**config.mk**
```make
export PLATFORM = sky130hd
export DESIGN_NAME = ioc_arbiter
export DESIGN_NICKNAME = d
export VERILOG_FILES = /design/src/rtl/ioc_arbiter.sv
export SDC_FILE = /design/constraint.sdc
export NUM_CORES = 1
export LEC_CHECK = 0
export BUFFER_PORTS_ARGS = -buffer_cell sky130_fd_sc_hd__buf_2
export CAP_MARGIN = 0
export CORE_MARGIN = 2
export CORE_UTILIZATION = 52
export CTS_CLUSTER_SIZE = 28
export DETAILED_ROUTE_END_ITERATION = 6
export PLACE_DENSITY = 0.83
export RECOVER_POWER = 25
export SLEW_MARGIN = 20
export SYNTH_ARGS = -nofsm -noshare
export SYNTH_HDL_FRONTEND = slang
export SYNTH_SLANG_ARGS = --single-unit
```
**constraint.sdc**
```tcl
create_clock -name i_sys_clk -period 3.1 [get_ports i_sys_clk]
set_input_delay 0.62 -clock i_sys_clk [delete_from_list [all_inputs] [get_ports i_sys_clk]]
set_output_delay 0.62 -clock i_sys_clk [all_outputs]
set_load 0.02 [all_outputs]
```
**src/rtl/ioc_arbiter.sv**
```systemverilog
// ioc_arbiter: round-robin arbiter bridging two requesters onto a shared IOC register bus.
// Every bus-facing output comes straight from a flop; the next-state logic precomputes it.
module ioc_arbiter #(
    parameter int RD_LAT  = 2,
    parameter int NUM_MOD = 4
) (
    input  logic               i_sys_clk,
    input  logic               i_rst,
    input  logic               i_req_a,
    input  logic               i_req_b,
    input  logic               i_rnw_a,
    input  logic               i_rnw_b,
    input  logic [7:0]         i_addr_a,
    input  logic [7:0]         i_addr_b,
    input  logic [7:0]         i_wdata_a,
    input  logic [7:0]         i_wdata_b,
    output logic               o_ack_a,
    output logic               o_ack_b,
    output logic [7:0]         o_rdata,
    output logic               o_err,
    output logic [4:0]         o_ioc,
    output logic [7:0]         o_data_out,
    input  logic [7:0]         i_data_in,
    output logic [NUM_MOD-1:0] o_cs,
    output logic               o_fetch_cmd,
    output logic               o_load_cmd
);
    typedef enum logic [1:0] {IDLE, CMD, WAIT, DONE} state_t;

    state_t state_q, state_d;
    logic gnt_b_q, gnt_b_d, last_b_q, last_b_d, rnw_q, rnw_d, inv_q, inv_d;
    logic [2:0] cnt_q, cnt_d;
    logic [NUM_MOD-1:0] cs_q, cs_d;
    logic [4:0] ioc_q, ioc_d;
    logic [7:0] dout_q, dout_d, rdata_q, rdata_d;
    logic fetch_q, fetch_d, load_q, load_d, ack_a_q, ack_a_d, ack_b_q, ack_b_d, err_q, err_d;
    logic grant_b, rnw_in, valid_in;
    logic [7:0] addr_in, wdata_in;

    // B wins only if A is idle or A was served last
    assign grant_b  = i_req_b & (~i_req_a | ~last_b_q);
    assign rnw_in   = grant_b ? i_rnw_b : i_rnw_a;
    assign addr_in  = grant_b ? i_addr_b : i_addr_a;
    assign wdata_in = grant_b ? i_wdata_b : i_wdata_a;
    assign valid_in = int'(addr_in[7:5]) < NUM_MOD;

    always_comb begin
        state_d = state_q;
        gnt_b_d = gnt_b_q;
        last_b_d = last_b_q;
        rnw_d = rnw_q;
        inv_d = inv_q;
        cnt_d = cnt_q;
        cs_d = '0;
        ioc_d = '0;
        dout_d = '0;
        fetch_d = 1'b0;
        load_d = 1'b0;
        ack_a_d = 1'b0;
        ack_b_d = 1'b0;
        err_d = 1'b0;
        rdata_d = rdata_q;
        case (state_q)
            IDLE: if (i_req_a | i_req_b) begin
                state_d = CMD;
                gnt_b_d = grant_b;
                last_b_d = grant_b;
                rnw_d = rnw_in;
                inv_d = ~valid_in;
                if (valid_in) begin
                    cs_d = NUM_MOD'(1) << addr_in[7:5];
                    ioc_d = addr_in[4:0];
                    dout_d = wdata_in;
                    fetch_d = rnw_in;
                    load_d = ~rnw_in;
                end
            end
            // an invalid select spends this cycle with the bus idle, then errors out
            CMD: if (!inv_q && rnw_q) begin
                state_d = WAIT;
                cnt_d = 3'(RD_LAT - 1);
                cs_d = cs_q;
                ioc_d = ioc_q;
            end else begin
                state_d = DONE;
                ack_a_d = ~gnt_b_q;
                ack_b_d = gnt_b_q;
                err_d = inv_q;
                rdata_d = inv_q ? 8'hFF : rdata_q;
            end
            WAIT: if (cnt_q == 3'd0) begin
                state_d = DONE;
                ack_a_d = ~gnt_b_q;
                ack_b_d = gnt_b_q;
                rdata_d = i_data_in;
            end else begin
                cnt_d = cnt_q - 3'd1;
                cs_d = cs_q;
                ioc_d = ioc_q;
            end
            DONE: state_d = IDLE;
        endcase
    end

    always_ff @(posedge i_sys_clk or posedge i_rst) begin
        if (i_rst) begin
            state_q <= IDLE;
            gnt_b_q <= 1'b0;
            last_b_q <= 1'b1;
            rnw_q <= 1'b0;
            inv_q <= 1'b0;
            cnt_q <= '0;
            cs_q <= '0;
            ioc_q <= '0;
            dout_q <= '0;
            fetch_q <= 1'b0;
            load_q <= 1'b0;
            ack_a_q <= 1'b0;
            ack_b_q <= 1'b0;
            err_q <= 1'b0;
            rdata_q <= '0;
        end else begin
            state_q <= state_d;
            gnt_b_q <= gnt_b_d;
            last_b_q <= last_b_d;
            rnw_q <= rnw_d;
            inv_q <= inv_d;
            cnt_q <= cnt_d;
            cs_q <= cs_d;
            ioc_q <= ioc_d;
            dout_q <= dout_d;
            fetch_q <= fetch_d;
            load_q <= load_d;
            ack_a_q <= ack_a_d;
            ack_b_q <= ack_b_d;
            err_q <= err_d;
            rdata_q <= rdata_d;
        end
    end

    assign o_ack_a = ack_a_q;
    assign o_ack_b = ack_b_q;
    assign o_rdata = rdata_q;
    assign o_err = err_q;
    assign o_ioc = ioc_q;
    assign o_data_out = dout_q;
    assign o_cs = cs_q;
    assign o_fetch_cmd = fetch_q;
    assign o_load_cmd = load_q;
endmodule

```
After elaboration in Yosys (flattened, before gate mapping) --
Index checks and enable logic that the tools add are counted.
Operators by class: add/sub/neg operators 1, $lt $le $gt $ge 1, equal/unequal tests 9, shift operators 1, multiplexer cells 41, bitwise logic cells 8, reduce and logical (&&, ||, !) cells 10
Operator list (count):
- $mux W8 | 8
- $mux W5 | 4
- $mux W4 | 4
- $pmux W8 S2 | 1
- $pmux W5 S3 | 1
- $mux W1 | 14
- $ne A2 B2 Y1 const B | 6
- $pmux W4 S3 | 1
- $pmux W2 S4 | 1
- $mux W3 | 2
- $pmux W3 S2 | 1
- $reduce_and A2 Y1 | 3
- $not A1 Y1 | 5
- $eq A2 B2 Y1 const B | 2
- $mux W2 | 2
- $pmux W1 S2 | 2
- $reduce_and A4 Y1 | 1
- $shl A1 B3 Y4 const A | 1
- $logic_not A3 Y1 | 1
- $lt A3 B3 Y1 const B | 1
- $reduce_and A3 Y1 | 1
- $sub A3 B1 Y3 const B | 1
- $eq A2 B1 Y1 const B | 1
- $logic_not A2 Y1 | 1
- 5 further kinds | 6
Storage, ports and cells: register bits 39, input bits 46, word-level logic and storage cells 86

Longest topological paths before layout --
Gate-level depths: netlist of the first run.
depth in word-level cells 8, gate-level depth with buffers 9, mapped depth without buffers 7

Worst setup path after synthesis of the first run --
No wires, ideal clock.
path kind register to register, from reg cnt_q[0], to reg ioc_q[0], in the netlist o_ioc[0], library setup time 0.096 ns, data arrival time 1.487 ns, slack 1.517 ns, stages on the path, launching flop included 10, period minus slack after synthesis 1.583 ns, cell sequence dfrtp_1 > inv_1 > ha_1 > ha_1 > nor2b_1 > a21o_1 > buf_2 > buf_2 > nand2_1 > o31ai_1
Between the ends: cells in the longest elaborated chain, start to end 3
RTL lines:
- start, declared | line 32 | logic [2:0] cnt_q, cnt_d;
- start signal, assigned | line 128 | cnt_q <= cnt_d;
- $logic_not A3 Y1 | line 91 | WAIT: if (cnt_q == 3'd0) begin
- $ne A2 B2 Y1 (no line)
- $reduce_and A2 Y1 (no line)
- end signal, assigned | line 130 | ioc_q <= ioc_d;
- end, declared | line 34 | logic [4:0] ioc_q, ioc_d;
No other way between the ends. A chain may end at the register's enable or synchronous reset.

Final worst setup path of the first run --
from reg cnt_q[0], to reg cs_q[3], in the netlist o_cs[3]
Between the ends: cells in the longest elaborated chain, start to end 3
RTL lines:
- $logic_not A3 Y1 | line 91
- $ne A2 B2 Y1 (no line)
- $reduce_and A2 Y1 (no line)
- end signal, assigned | line 129 | cs_q <= cs_d;
- end, declared | line 33 | logic [NUM_MOD-1:0] cs_q, cs_d;
No other way between the ends.

==> results by group, run 1 <==
Run status
  – Failing checks: max-capacitance violations, max-slew violations
  – Status: finished with violations

Routing
  – Average wire per cell in the routed design: 13.3 microns
  – Via-to-Cell Ratio: 5.40
  – Post-route DRC: 0
  – Routed Antenna Nets: 0
  – Total length of routed wires: 4.34 mm
  – Vias: between 1.5k and 2k
  – Drt first pass iters: 4
  – DRT iter0 DRCs: ~120

Synthesis
  – Synth cell types: 31
  – Number of synthesized register bits: 39
  – Avg Inst Size Synth: 9.65 sq um
  – Mapped Area: approximately 2000 sq um
  – Synth Warn #: 0
  – Post-Syn Nets: 255
  – Sequential area share after synthesis: 49.9%
  – Gate Count Post-Synth: roughly 200

Clocking
  – Clock Latency Late Sink: 0.29 ns
  – Hold_buf cts: 0
  – CTS resizes: 0
  – Maximum clock path buffer count: 2
  – Total CTS buffers: 5
  – Number of clock sinks: 39
  – Number of post-CTS setup repair buffers: 0
  – Root buf cell: clkbuf_8
  – H-tree depth: 2
  – Reg clk slew, reported paths: approximately 0.070 ns
  – CTS tree: built

Finish
  – Diodes inserted: 0
  – Share of cells above drive strength 1: 33.1%
  – Commonest non-fill, non-tap cell in the layout: buf_2
  – Post-layout net count: 329
  – Area delta synth->final: 25.5%
  – Most frequent cells in the layout: buf_2, dfrtp_1, nand2_1

Placement
  – I/O Buffers: between 70 and 80
  – GPL Wtd Cong: 0.748
  – HPWL after detailed placement: 3.09 mm
  – Post-Place Setup Slack: 0.976 ns

Timing
  – Worst Setup Slack, final: between 0.9 and 1 ns
  – Final Skew: between 0.005 and 0.006 ns
  – Fmax: 467 MHz
  – Relative slew slack: -2.46%
  – Fin. Hold Viols: 0
  – Slew @ Worst Pin: 1.54 ns
  – Final Critical Period: 2.14 ns
  – Slew Viols, Final: 31
  – RSZ-0062 raised after global routing: no
  – Total Neg Setup Slack: 0 ns
  – Setup violators final: 0
  – Final Cycle Share: 69.1%

GRT
  – Initial antenna violation count: 0
  – First-pass GRT wire length: 7.18 mm
  – Vias in the first global route: around 1.6k
  – GRT overflow: 0
  – Largest net degree at the start of global routing: 31
  – GR Util All Layers: 21.8%

Critical path
  – Max stage delay on crit path: 0.42 ns
  – CP Data Required Time: 3.28 ns
  – CP max FO: 22
  – Arr. time, crit path: 2.32 ns
  – Most frequent CP cell: ha_1
  – Kind of launch point of the worst setup path: flop
  – CP delay by family, top: compound AO/OA/AOI/OAI gates
  – Cell chain of the critical path: inv_1 -> ha_1 -> ha_1 -> nor2b_1 -> a21o_1 -> nor2_1 -> a22o_1
  – Number of buffers and inverters on the critical path: 1
  – Critical path type: flop to flop
  – CP Capture Type: flop
  – Critical Path Slowest Stage Cell: a21o_1

Floorplanning
  – Chip width: 65.4 microns
  – CORE AREA: between 3000 and 4000 sq um
  – Initial Utilization: 53.9%
  – Core Rows: 22
  – Die area: 4280 sq um
  – Die Y: 65.4 microns
  – Num ports: 76

Hold path
  – Min-delay worst type: input pin to async pin

Power
  – Leak: between 1 and 1.5 nW
  – VDD IR max: 0.467 mV
  – PwrDens: between 800 and 900 nW/um^2
  – Tot Pwr: 2.04 mW

Flow run
  – Max-Cap Viols: 1
routing by layer:
layer / global-route usage [%] / wire (microns) / up-vias
li1: - / - / 855
met1: 27.7 / 1810 / 842
met2: 35.3 / 2210 / 54
met3: 5.65 / 214 / 11
met4: 8.85 / 93 / 0
met5: 0 / 0 / -
final timing paths:
path	slack, ns	from	end	cells after the start
setup / recovery	0.96	cnt_q[0]	o_cs[3]	7
hold / removal	0.30	i_rst	o_cs[3]	2
setup reg to reg	0.96	cnt_q[0]	o_cs[3]	7
hold reg to reg	0.48	o_ioc[3]	o_ioc[3]	2
max in group asynchronous	1.04	i_rst	inv_q	3
min in group i_sys_clk	0.48	o_ioc[3]	o_ioc[3]	2
sequential cells by signal (all words and copies together) (netlist names), 2 cells and up:
| register | cells |
|---|---|
| o_rdata | 8 |
| o_ioc | 5 |
| state_q | 2 |
| o_cs | 4 |
| cnt_q | 3 |
| o_data_out | 8 |
report_power, final:
part           total, mW  leakage [nW]  internal (mW)  switching (mW)
registers          0.733         0.485          0.645          0.0883
clock network      0.406        0.0524          0.241           0.165
logic              0.898         0.711          0.335           0.563
total               2.04          1.25           1.22           0.816
area by class of cell:
| cell class | instances | area, sq um |
|---|---|---|
| well taps | 48 | 60.1 |
| clock inverters | 1 | 30.0 |
| repair buffers | 78 | 394 |
| flip-flops and latches | 39 | 977 |
| fillers | 305 | 1170 |
| multi-input cells | 140 | 873 |
| inverters | 13 | 48.8 |
| clock buffers | 7 | 76.3 |
worst register-to-register path, delay by kind of cell (launching register included):
family / cells / cell delay (ns)
AO/OA/AOI/OAI: 2 / 0.62
buffers and inverters: 1 / 0.06
adder cells (fa/ha/maj): 2 / 0.60
AND/OR/NAND/NOR: 2 / 0.39
flip-flops: 1 / 0.35
logic make-up (layout without fill, tap and decap cells):
family	Yosys count	count (layout)	share of synthesized area [%]
and+or+nand+nor	70	70	15.8
AOI/OAI and AO/OA	54	54	19.7
DFF	39	39	49.9
buffers and inverters	24	99	5.56
muxes	10	10	5.24
adders and majority gates	6	6	3.83
synth_stat cells, drive strengths merged:
library cell | number | area share [%]
nor4b | 1 | 0.45
a22o | 5 | 2.2
and2 | 3 | 0.96
mux2i | 8 | 4.1
or2 | 1 | 0.32
nand2 | 31 | 5.9
nor2b | 5 | 1.6
o221a | 4 | 2.3
a211oi | 1 | 0.38
a32oi | 1 | 1.4
a21oi | 16 | 4.1
a22oi | 1 | 0.38
nand4 | 4 | 1.3
ha | 6 | 3.8
clkbuf | 5 | 0.96
dfrtp | 38 | 49
a21o | 1 | 0.38
inv | 13 | 2.5
mux2 | 2 | 1.1
dfstp | 1 | 1.3
buf | 6 | 2.1
o22ai | 3 | 0.96
o21ai | 6 | 1.5
nand2b | 4 | 1.3
nor2 | 21 | 4.0
a21boi | 2 | 0.96
o31ai | 9 | 3.4
a31oi | 5 | 1.6
metrics by stage:
step	hold slack, ns	instance area [sq um]	std cells	utilization [%]
finish	0.302	2460	326	67.7
global route	0.332	2460	326	67.7
CTS	0.309	2460	326	67.8
detailed placement	0.462	2360	318	64.9
global placement	0.456	2360	318	64.9
floorplan	0.426	1960	203	-
Power figures use the tool's default switching activity.
==> run 2, diff against run 1 <==
--- a/config.mk
+++ b/config.mk
@@ -5,13 +5,14 @@
 export SDC_FILE = /design/constraint.sdc
 export NUM_CORES = 1
 export LEC_CHECK = 0
+export ABC_AREA = 1
 export BUFFER_PORTS_ARGS = -buffer_cell sky130_fd_sc_hd__buf_2
 export CAP_MARGIN = 0
 export CORE_MARGIN = 2
-export CORE_UTILIZATION = 52
+export CORE_UTILIZATION = 47
 export CTS_CLUSTER_SIZE = 28
 export DETAILED_ROUTE_END_ITERATION = 6
-export PLACE_DENSITY = 0.83
+export PLACE_DENSITY = 0.77
 export RECOVER_POWER = 25
 export SLEW_MARGIN = 20
 export SYNTH_ARGS = -nofsm -noshare
==> constraint.sdc (replaced) <==
create_clock -name i_sys_clk -period 2.08 [get_ports i_sys_clk]
set_input_delay 0.416 -clock i_sys_clk [delete_from_list [all_inputs] [get_ports i_sys_clk]]
set_output_delay 0.416 -clock i_sys_clk [all_outputs]
set_load 0.02 [all_outputs]
==> results by group, run 2 <==
Run status
  – Status: finished clean

Power
  – PwrDens: about 1300 nW/um^2
  – Leak: 1.37 nW
  – VDD IR max: a little under 0.7 mV
  – Tot Pwr: a little over 3 mW

Placement
  – GPL Wtd Cong: 0.820
  – Post-DP Area: 2250 sq um
  – HPWL after detailed placement: 3.01 mm
  – I/O Buffers: 75

Clocking
  – H-tree depth: 2
  – CTS resizes: 0
  – Root buf cell: clkbuf_8
  – Number of clock sinks: 39
  – Reg clk slew, reported paths: 0.07 ns
  – Number of post-CTS setup repair buffers: 0
  – Clock Latency Late Sink: roughly 0.28 ns
  – CTS tree: built
  – Maximum clock path buffer count: 2
  – Total CTS buffers: 5
  – Hold_buf cts: 0

Timing
  – Final Critical Period: 1.73 ns
  – RSZ-0062 raised after global routing: no
  – Final Cycle Share: 83.1%
  – Final Skew: 0.00366 ns
  – Fmax: between 500 and 600 MHz
  – Relative slew slack: around 38%
  – Fin. Hold Viols: 0
  – Total Neg Setup Slack: 0 ns
  – Setup violators final: 0
  – Slew @ Worst Pin: 0.931 ns
  – Slew Viols, Final: 0

Routing
  – Post-route DRC: 0
  – Drt first pass iters: 4
  – Routed Antenna Nets: 0
  – Total length of routed wires: 3.96 mm
  – DRT iter0 DRCs: 149
  – Via-to-Cell Ratio: 4.84
  – Vias: 1686
  – Average wire per cell in the routed design: approximately 11 microns

Finish
  – Share of cells above drive strength 1: 32.0%
  – Post-layout net count: 353
  – Finished Cell Area: 2320 sq um
  – Most frequent cells in the layout: buf_2, nand2_1, dfrtp_1
  – Final Core Density: 62.4%
  – Area delta synth->final: 26.2%
  – Commonest non-fill, non-tap cell in the layout: buf_2
  – Diodes inserted: 0

Synthesis
  – Ys flop type: dfrtp_1
  – EDFF count, synth: 0
  – Post-Syn Nets: 275
  – Gate Count Post-Synth: ~220
  – Yosys top cell area share: 51.8%
  – Avg Inst Size Synth: just over 8 sq um
  – Top post-synthesis cells by count: nand2_1, dfrtp_1, nor2_1, inv_1, nand3_1
  – Mapped Area: 1840 sq um
  – Number of synthesized register bits: 39
  – Synth cell types: 21
  – Area contributors post-synth: dfrtp_1, nand2_1, nor2_1
  – Synth async-reset ratio: between 90% and 100%
  – Synth Warn #: 0
  – Sequential area share after synthesis: 53.2%
  – Most common cell in the synthesized netlist: nand2_1
  – Cell taking the most area after synthesis: dfrtp_1

Critical path
  – Reg2reg setup slack: 0.35 ns
  – Critical path type: flop to flop
  – CP Data Required Time: 2.26 ns
  – Kind of launch point of the worst setup path: flop
  – CP Capture Type: flop
  – CP max FO: 16
  – Arr. time, crit path: 1.91 ns

Floorplanning
  – Chip width: 66.5 microns
  – Die area: 4420 sq um
  – Num ports: 76
  – Die Y: 66.5 microns
  – CORE AREA: 3720 sq um
  – Core Rows: 22
  – Initial Utilization: 49.4%

GRT
  – Initial antenna violation count: 0
  – GRT overflow: 0
  – Largest net degree at the start of global routing: 40
  – Vias in the first global route: around 1.5k
  – First-pass GRT wire length: around 6.6 mm
  – GR Util All Layers: 20.1%

Hold path
  – Min-delay worst type: input pin to flop

Flow run
  – Max-Cap Viols: 0
==> run 2: changes by cell type after synthesis, sizes merged, moves of 5 or more <==
| cell | previous run | this run |
|---|---|---|
| clkbuf | 5 | 0 |
| a21oi | 16 | 10 |
| nor2 | 21 | 27 |
| o21ai | 6 | 17 |
| inv | 13 | 21 |
| nand2 | 31 | 74 |
| o31ai | 9 | 0 |
| a22o | 5 | 0 |
| mux2i | 8 | 0 |
| nand3 | 0 | 13 |
| a31oi | 5 | 0 |
| nor2b | 5 | 0 |
==> run 2: critical path, stage by stage (launching register included) <==
cell,delay [ns]
dfrtp_1,0.36
inv_1,0.05
ha_1,0.20
ha_1,0.17
inv_1,0.06
nand2_1,0.09
nand2_1,0.40
nor2_1,0.15
nand3_1,0.10
nand2_1,0.05
==> run 2: layout make-up <==
| class | count | area [sq um] |
|---|---|---|
| fillers | 338 | 1400 |
| repair buffers | 78 | 395 |
| well taps | 48 | 60.1 |
| multi-input cells | 156 | 734 |
| flip-flops and latches | 39 | 977 |
| inverters | 21 | 78.8 |
| clock buffers | 6 | 72.6 |
==> run 2: power by group <==
part | switching (mW) | internal (mW) | total, mW
sequential | 0.121 | 1.03 | 1.15
clock | 0.232 | 0.223 | 0.456
combinational | 0.956 | 0.478 | 1.43
==> run 2: stage by stage <==
stage / instances / setup slack [ns] / hold slack (ns)
3_3_place_gp: 342 / 0.467 / 0.415
5_1_grt: 348 / 0.145 / 0.370
2_1_floorplan: 223 / 0.581 / 0.402
4_1_cts: 348 / 0.339 / 0.265
6_report: 348 / 0.351 / 0.373
3_5_place_dp: 342 / 0.357 / 0.420
==> run 2: final timing paths <==
kind	start	end	cells past startpoint
worst max-delay path	cnt_q[0]	o_cs[3]	9
min in group asynchronous	i_rst	o_cs[1]	3
max in group asynchronous	i_rst	o_data_out[7]	3
worst min-delay path	i_wdata_b[7]	o_data_out[7]	3
worst max register to register	cnt_q[0]	o_cs[3]	9
worst min register to register	gnt_b_q	o_ack_a	1
==> run 2: kinds of logic (layout without fill, tap and decap cells) <==
group,after synthesis,count (layout),synth area share [%]
flip-flops,39,39,53.2
buffers and inverters,28,105,6.81
AO/OA/AOI/OAI,30,30,8.45
adder cells (fa/ha/maj),6,6,4.09
AND/OR/NAND/NOR,120,120,27.5
==> run 2: per-layer routing <==
metal	part of all wire [%]	vias up	track usage (%)	routed length, microns
met3	5.0	4	4.05	197
met1	44	780	27.6	1760
li1	-	849	-	-
met5	0	-	0	0
met4	1.1	0	6.89	42
met2	49	53	31.5	1960
